<file path="src/rtl/atm_keypad_pkg.sv">
// atm_keypad_pkg: key codes, FSM state encoding and key classification helper
package atm_keypad_pkg;
    localparam logic [3:0] TECLA_ENTER    = 4'hA;
    localparam logic [3:0] TECLA_BORRAR   = 4'hB;
    localparam logic [3:0] TECLA_CANCELAR = 4'hC;
    localparam logic [1:0] ST_IDLE  = 2'd0;
    localparam logic [1:0] ST_PIN   = 2'd1;
    localparam logic [1:0] ST_MONTO = 2'd2;
    function automatic logic es_digito(input logic [3:0] c);
        return c <= 4'd9;
    endfunction
endpackage

</file>
<file path="src/rtl/atm_key_debounce.sv">
// atm_key_debounce: accepts a key once after DEBOUNCE stable cycles, re-armed by release
module atm_key_debounce #(
    parameter int DEBOUNCE = 4
) (
    input  logic       clk,
    input  logic       rst,
    input  logic       tecla_presionada,
    input  logic [3:0] tecla,
    output logic       tecla_ok,
    output logic [3:0] tecla_codigo
);
    localparam int CW = $clog2(DEBOUNCE + 1);
    localparam logic [CW-1:0] DEB = CW'(DEBOUNCE);
    logic [CW-1:0] r_cnt;
    logic [3:0]    r_code;
    logic          r_armed;
    logic          r_ok;
    logic          w_same;
    logic [CW-1:0] w_cnt_nxt;
    logic          w_accept;
    assign w_same    = tecla_presionada && r_cnt != '0 && tecla == r_code;
    assign w_cnt_nxt = !tecla_presionada ? '0 : !w_same ? CW'(1) : r_cnt == DEB ? r_cnt : r_cnt + CW'(1);
    assign w_accept  = r_armed && tecla_presionada && w_cnt_nxt == DEB;
    // run-length counter, re-arm on release, one accept pulse per press
    always_ff @(posedge clk or negedge rst) begin
        if (!rst) begin
            r_cnt   <= '0;
            r_code  <= 4'd0;
            r_armed <= 1'b1;
            r_ok    <= 1'b0;
        end else begin
            r_cnt   <= w_cnt_nxt;
            r_code  <= tecla;
            r_armed <= !tecla_presionada ? 1'b1 : w_accept ? 1'b0 : r_armed;
            r_ok    <= w_accept;
        end
    end
    assign tecla_ok     = r_ok;
    assign tecla_codigo = r_code;
endmodule

</file>
<file path="src/rtl/atm_keypad_encoder.sv">
// atm_keypad_encoder: ATM keypad front end (PIN digit forwarding, decimal amount entry).
// Optional inactivity timeout enabled by defining KEYPAD_TIMEOUT_EN.
module atm_keypad_encoder
    import atm_keypad_pkg::*;
#(
    parameter int DEBOUNCE         = 4,
    parameter int PIN_DIGITS       = 4,
    parameter int MAX_MONTO_DIGITS = 9
`ifdef KEYPAD_TIMEOUT_EN
    ,
    parameter int TIMEOUT_CYCLES   = 1000000
`endif
) (
    input  logic        clk,
    input  logic        rst,
    input  logic        tecla_presionada,
    input  logic [3:0]  tecla,
    input  logic        iniciar_pin,
    input  logic        iniciar_monto,
    output logic        digito_stb,
    output logic [3:0]  digito,
    output logic        monto_stb,
    output logic [31:0] monto,
    output logic        desbordamiento,
    output logic        ocupado
`ifdef KEYPAD_TIMEOUT_EN
    ,
    output logic        tiempo_agotado
`endif
);
    localparam int CMAX = (PIN_DIGITS > MAX_MONTO_DIGITS) ? PIN_DIGITS : MAX_MONTO_DIGITS;
    localparam int CW = $clog2(CMAX + 1);
    localparam logic [CW-1:0] PIN_LAST  = CW'(PIN_DIGITS - 1);
    localparam logic [CW-1:0] MONTO_MAX = CW'(MAX_MONTO_DIGITS);
    logic          w_ok;
    logic [3:0]    w_code;
    logic          w_timeout;
    logic [1:0]    r_state;
    logic [CW-1:0] r_cnt;
    logic [31:0]   r_acc;
    logic          r_digito_stb;
    logic [3:0]    r_digito;
    logic          r_monto_stb;
    logic [31:0]   r_monto;
    logic          r_ovf;
    atm_key_debounce #(.DEBOUNCE(DEBOUNCE)) u_debounce (
        .clk              (clk),
        .rst              (rst),
        .tecla_presionada (tecla_presionada),
        .tecla            (tecla),
        .tecla_ok         (w_ok),
        .tecla_codigo     (w_code)
    );
`ifdef KEYPAD_TIMEOUT_EN
    localparam int TW = $clog2(TIMEOUT_CYCLES + 1);
    localparam logic [TW-1:0] TO_LAST = TW'(TIMEOUT_CYCLES - 1);
    logic [TW-1:0] r_to_cnt;
    logic          r_to;
    assign w_timeout = r_state != ST_IDLE && !w_ok && r_to_cnt == TO_LAST;
    // inactivity counter: idle cycles inside a session, cleared by any accepted key
    always_ff @(posedge clk or negedge rst) begin
        if (!rst) begin
            r_to_cnt <= '0;
            r_to     <= 1'b0;
        end else begin
            r_to_cnt <= (r_state == ST_IDLE || w_ok || w_timeout) ? '0 : r_to_cnt + TW'(1);
            r_to     <= w_timeout;
        end
    end
    assign tiempo_agotado = r_to;
`else
    assign w_timeout = 1'b0;
`endif
    // session FSM, amount accumulator and registered strobes
    always_ff @(posedge clk or negedge rst) begin
        if (!rst) begin
            r_state      <= ST_IDLE;
            r_cnt        <= '0;
            r_acc        <= 32'd0;
            r_digito_stb <= 1'b0;
            r_digito     <= 4'd0;
            r_monto_stb  <= 1'b0;
            r_monto      <= 32'd0;
            r_ovf        <= 1'b0;
        end else begin
            r_digito_stb <= 1'b0;
            r_monto_stb  <= 1'b0;
            r_ovf        <= 1'b0;
            case (r_state)
                ST_IDLE: begin
                    if (iniciar_pin) begin
                        r_state <= ST_PIN;
                        r_cnt   <= '0;
                    end else if (iniciar_monto) begin
                        r_state <= ST_MONTO;
                        r_cnt   <= '0;
                        r_acc   <= 32'd0;
                    end
                end
                ST_PIN: begin
                    if (w_ok && es_digito(w_code)) begin
                        r_digito     <= w_code;
                        r_digito_stb <= 1'b1;
                        r_cnt        <= r_cnt + CW'(1);
                        if (r_cnt == PIN_LAST) r_state <= ST_IDLE;
                    end else if (w_ok && w_code == TECLA_CANCELAR) begin
                        r_state <= ST_IDLE;
                    end
                end
                ST_MONTO: begin
                    if (w_ok && es_digito(w_code)) begin
                        if (r_cnt == MONTO_MAX) begin
                            r_ovf <= 1'b1;
                        end else begin
                            r_acc <= r_acc * 32'd10 + 32'(w_code);
                            r_cnt <= r_cnt + CW'(1);
                        end
                    end else if (w_ok && w_code == TECLA_ENTER && r_cnt != '0) begin
                        r_monto     <= r_acc;
                        r_monto_stb <= 1'b1;
                        r_state     <= ST_IDLE;
                    end else if (w_ok && w_code == TECLA_BORRAR) begin
                        r_acc <= 32'd0;
                        r_cnt <= '0;
                    end else if (w_ok && w_code == TECLA_CANCELAR) begin
                        r_state <= ST_IDLE;
                    end
                end
                default: r_state <= ST_IDLE;
            endcase
            if (w_timeout) begin
                r_state <= ST_IDLE;
                r_acc   <= 32'd0;
            end
        end
    end
    assign digito_stb     = r_digito_stb;
    assign digito         = r_digito;
    assign monto_stb      = r_monto_stb;
    assign monto          = r_monto;
    assign desbordamiento = r_ovf;
    assign ocupado        = r_state != ST_IDLE;
endmodule

</file>
<file path="config.mk">
export PLATFORM = sky130hd
export DESIGN_NAME = atm_keypad_encoder
export DESIGN_NICKNAME = d
export VERILOG_FILES = /design/src/rtl/atm_keypad_pkg.sv /design/src/rtl/atm_key_debounce.sv /design/src/rtl/atm_keypad_encoder.sv
export SDC_FILE = /design/constraint.sdc
export NUM_CORES = 1
export LEC_CHECK = 0
export BUFFER_PORTS_ARGS = -buffer_cell sky130_fd_sc_hd__buf_2
export CAP_MARGIN = 20
export CORE_MARGIN = 2
export CORE_UTILIZATION = 35
export DETAILED_ROUTE_END_ITERATION = 10
export PLACE_DENSITY = 0.63
export SLEW_MARGIN = 5
export SYNTH_ARGS = -nofsm -noshare
export SYNTH_HDL_FRONTEND = slang
export SYNTH_HIERARCHICAL = 1
export SYNTH_SLANG_ARGS = --single-unit
</file>
<file path="constraint.sdc">
create_clock -name clk -period 4.9 [get_ports clk]
set_input_delay 0.49 -clock clk [delete_from_list [all_inputs] [get_ports clk]]
set_output_delay 0.49 -clock clk [all_outputs]
set_load 0.005 [all_outputs]
</file>
# Yosys cells after proc, flatten, opt, wreduce, memory -nomap -nowiden
# Cells that the tools add are included.
[word_totals]
in_bits = 9
register_bits = 86
[op_classes]
order_cmp = 1
mux = 37
multipliers = 1
n_bitwise = 1
n_reduce_logical = 20
n_addsub = 3
eq_ne = 21
[op_table]
columns = ["op", "count"]
rows = [
  ["2-to-1 mux 32 bit", 6],
  ["case mux 32 bit (2 select lines)", 1],
  ["adder 32 x 4 -> 32 bit", 1],
  ["multiplier 32 x 3 -> 31 bit, second input constant", 1],
  ["2-to-1 mux 4 bit", 7],
  ["!= test 3 bit, second input constant", 6],
  ["equality test 4 bit, second input constant", 4],
  ["2-to-1 mux 2 bit", 8],
  ["case mux 4 bit (3 select lines)", 1],
  ["AND reduction 6 bit", 2],
  ["2-to-1 mux 1 bit", 10],
  ["logical AND 1 bit", 9],
  ["2-to-1 mux 3 bit", 3],
  ["!= test 2 bit, second input constant", 4],
  ["equality test 3 bit, second input constant", 2],
  ["case mux 2 bit (3 select lines)", 1],
  ["nonzero test 3 bit", 2],
  ["adder 4 x 1 -> 4 bit, second input constant", 1],
  ["equality test 4 x 2 -> 1 bit, second input constant", 1],
  ["equality test 4 bit", 1],
  ["less-or-equal comparator 4 bit, second input constant", 1],
  ["AND reduction 4 bit", 1],
  ["nonzero test 2 bit", 2],
  ["nonzero test 4 bit", 1],
  ["other kinds (8)", 8],
]

# Logic depth before layout (Yosys ltp)
[depth]
word_depth = 9
mapped_depth = 13

# Cells and area by module
# Netlist, hierarchy kept.
[modules_own_cells]
columns = ["mod", "cells_each", "instances", "area_per_inst_um2"]
rows = [
  ["atm_keypad_encoder", 670, 1, 5793.1],
  ["atm_key_debounce", 34, 1, 414.1],
]

# Worst setup path before layout
# No wires, ideal clock.
[synth_path]
path_type = "register to register"
from = "reg r_acc[1]"
to = "reg r_acc[31]"
stages_incl_launch_ff = 14
setup_slack_ns = 1.437
t_required_ns = 4.771
period_less_slack_ns = 3.463
arrival_time_ns = 3.334
setup_ns = 0.129
path_buffers = 0
path_cell_list = "dfrtp_1 ha_1 ha_1 fa_1 a211oi_2 o21ai_4 and3_1 a211o_1 o41ai_4 xnor2_1 nand4b_4 nor4_2 xnor2_1 o21ai_1"
[synth_via]
elab_chain_cells = 5
[synth_rtl]
columns = ["item", "line_no", "source"]
rows = [
  ["from (decl)", "atm_keypad_encoder.sv:40", "logic [31:0] r_acc;"],
  ["from (signal assigned)", "atm_keypad_encoder.sv:115", "r_acc <= r_acc * 32'd10 + 32'(w_code);"],
  ["multiplier 32 x 3 -> 31 bit", "atm_keypad_encoder.sv:115", ""],
  ["adder 32 x 4 -> 32 bit", "atm_keypad_encoder.sv:115", ""],
  ["2-to-1 mux 32 bit", "atm_keypad_encoder.sv:112", "if (r_cnt == MONTO_MAX) begin"],
  ["2-to-1 mux 32 bit", "atm_keypad_encoder.sv:111", "if (w_ok && es_digito(w_code)) begin"],
  ["case mux 32 bit (2 select lines)", "atm_keypad_encoder.sv:89", "case (r_state)"],
]
# Every way passes these cells. The select of a mux whose other input is x is not followed.
# A chain may end at the register's enable or synchronous reset.

# Final worst setup path
# Ends and elaborated chain as after synthesis.

==> impl_metrics.yaml <==
power_and_ir_drop:
  p_leak_nw: 3.50
  p_total_mw: 1.63
  p_sw_mw: 0.481
  clkPwrFrac_pct: 41.3
  power.internal_mw: 1.15
  switching_share_pct: 29.6
  pwr-share-seq_pct: 45.9
  powerDensity_nw_per_um2: 233
  combPwrFrac_pct: 12.8
  ir_drop_uv: 191
placement:
  dpl-instance-area_um2: 6660
  pre_cts_ws_ps: 1160
  io_buffer_count: 48
  dpl.hpwl_um: 11100
  gp_congestion: 0.837
job:
  cap_violations: 0
floorplanning:
  coreArea_um2: 17300
  die_area_um2: 18800
  num_rows: 48
  dieWidth_um: 137
  dieHeight_um: 137
  ios: 49
  start_util_pct: 35.9
setup_path:
  crit_path_max_fanout: 6
  path_class: "register to register"
  worst_setup_path_end_kind: "register"
  arrival_ps: 3960
  crit_required_ps: 5110
  worst_setup_path_start_kind: "register"
yosys:
  async_flop_share_pct: 100
  netlist_instances: 704
  synthFlopType: "dfrtp_1"
  synth-simple-area-share_pct: 23.2
  avgSynthCellArea_um2: 8.82
  synth_top_family_by_area: "simple AND/OR/NAND/NOR gates"
  synth-edff-count: 0
  yosysSeqAreaShare_pct: 34.7
  ys_seq_elements: 86
  muxShareOfSynthArea_pct: 1.39
  synth-compound-area-share_pct: 15.4
  syn_area_um2: 6210
  synth_fa_ha_area_share_pct: 14.4
  yosysUniqueCellTypes: 73
  synth_nets: 783
  synth_warnings: 6
  yosys.area_share.xor_xnor_pct: 8.39
cells_and_area:
  diodes: 0
  final_cell_mix: "176 x nand2_1, 85 x dfrtp_1, 68 x ha_1, 47 x buf_2, 45 x o21ai_0"
  drive_gt1_share_pct: 14.4
  area_growth_pct: 12.4
  finalNetCount: 823
  design_area_um2: 6980
  final_common_cell: "nand2_1"
  fin_util_pct: 40.4
detailed_routing:
  ant_nets: 0
  drt_iter0_markers: 256
  num_vias: 5014
  route.met2.wl_um: 6390
  wl_met1_um: 7380
  top_layer: "met4"
  dr.pass1.iters: 4
  drc: 0
  wire_per_inst_um: 14.7
  via_per_inst: 5.15
  wl_met3_um: 377
  drt_wl_total_um: 14300
sta:
  setup_violations: 0
  slew_violations: 0
  fin_crit_sh_pct: 76.6
  fin_ws_ps: 1150
  finClkSkew_ps: 11.9
  rsz0062_at_grt: "false"
  hold_viol_final: 0
  fin_crit_ps: 3750
  setup_total_negative_slack_ps: 0
  fmax_ghz: 0.267
  worst_pin_slew_ps: 756
  slew_headroom_pct: 49.6
clock_tree:
  clk_latency_ps: 340
  cts_max_path_buffers: 2
  h-tree-depth: 3
  holdBufCountCts: 0
  clk_pin_slew_worst_paths_ps: 70
  cts_setup_buffers: 0
  cts_tree: "done"
  cts_buffers: 9
  cts-resized-gates: 0
  clock-sinks: 86
  clock-root-buffer: "clkbuf_16"
grt:
  grt_pass1_vias: 4672
  grt_first_pass_wirelength_um: 24000
  grt_antenna_before_repair: 0
  grt_start_max_net_pins: 62
  globalRouteTotalUtil_pct: 16.0
  grt_overflow_total: 0
min_path:
  hp-class: "input port to asynchronous set/reset pin"
status:
  status: "completed"
-- per-layer routing --
metal,up-vias,global-route usage (%)
li1,2545,-
met4,0,3.67
met5,-,0
met2,70,24.7
met3,7,1.77
met1,2392,23.9
-- state kept, by name, summed over array words and instances, names as in the netlist, 2 cells and up --
register                 flops
u_debounce/r_cnt             3
r_acc                       32
u_debounce/tecla_codigo      4
r_cnt                        4
digito                       4
r_state                      2
monto                       32
-- area by class of cell --
class / count / area, um^2
Sequential cell: 86 / 2150
Inverter: 18 / 67.6
Tap cell: 225 / 282
Timing Repair Buffer: 52 / 293
Fill cell: 1723 / 10300
Clock inverter: 7 / 67.6
Clock buffer: 9 / 225
Multi-Input combinational cell: 577 / 3890
-- metrics by stage --
stage | hold WS (ps) | instances
final | 52.0 | 974
after global routing | 79.7 | 974
after CTS | 61.1 | 973
after detailed placement | 429 | 957
after global placement | 427 | 957
after floorplan | 194 | 704
-- logic make-up after synthesis --
family                     after synthesis
xor gates and xnor gates                56
AOI/OAI and AO/OA                      140
and+or+nand+nor                        303
muxes                                    8
DFF                                     86
buffers and inverters                   41
adders and majority gates               70
-- power groups by stage --
stage / logic (mW) / registers, mW / clock network (mW)
2_1_floorplan: 0.145 / 0.754 / 0
6_report: 0.209 / 0.746 / 0.672
3_3_place_gp: 0.209 / 0.760 / 0
3_5_place_dp: 0.211 / 0.760 / 0
4_1_cts: 0.212 / 0.746 / 0.689
5_1_grt: 0.240 / 0.749 / 0.718
-- worst max-delay path, stage by stage, from the launching register on --
cell,delay [ps]
dfrtp_1,440
ha_1,310
ha_1,240
fa_1,440
a211oi_2,300
o21ai_4,120
and3_1,180
a211o_1,320
o41ai_4,280
xnor2_1,300
nand4b_4,160
nor4_2,290
xnor2_1,160
o21ai_1,70
-- cell usage after synthesis, drive strengths merged, types with 4 or more instances --
cell / instances / area [um^2]
nand3: 17 / 90.1
a211o: 4 / 35.0
a22o: 6 / 52.6
inv: 18 / 67.6
o211ai: 6 / 50.1
xor2: 24 / 233
a22oi: 4 / 30.0
nor2b: 5 / 31.3
nor2: 35 / 139
a21oi: 35 / 194
and4: 6 / 52.6
or2: 4 / 25.0
ha: 68 / 851
o21ai: 53 / 284
clkbuf: 17 / 68.8
o31ai: 6 / 58.8
mux2: 5 / 56.3
xnor2: 32 / 288
nand3b: 4 / 30.0
nor3b: 5 / 37.5
nand2b: 4 / 25.0
buf: 6 / 26.3
nor3: 15 / 75.1
dfrtp: 85 / 2130
a21o: 5 / 37.5
and2: 6 / 37.5
nand2: 176 / 661
nand4: 13 / 93.8
-- worst paths after layout --
path	startpoint	to	slack (ps)	cells past startpoint
max reg2reg	r_acc[1]$_DFFE_PN0P_	r_acc[31]$_DFFE_PN0P_	1150	13
max	r_acc[1]$_DFFE_PN0P_	r_acc[31]$_DFFE_PN0P_	1150	13
max in group asynchronous	rst	monto[11]$_DFFE_PN0P_	3780	2
min	rst	r_acc[11]$_DFFE_PN0P_	50	1
min reg2reg	monto[17]$_DFFE_PN0P_	monto[17]$_DFFE_PN0P_	470	2
min in group clk	tecla[3]	u_debounce/tecla_codigo[3]$_DFF_PN0_	260	1
Power figures use the tool's default switching activity.
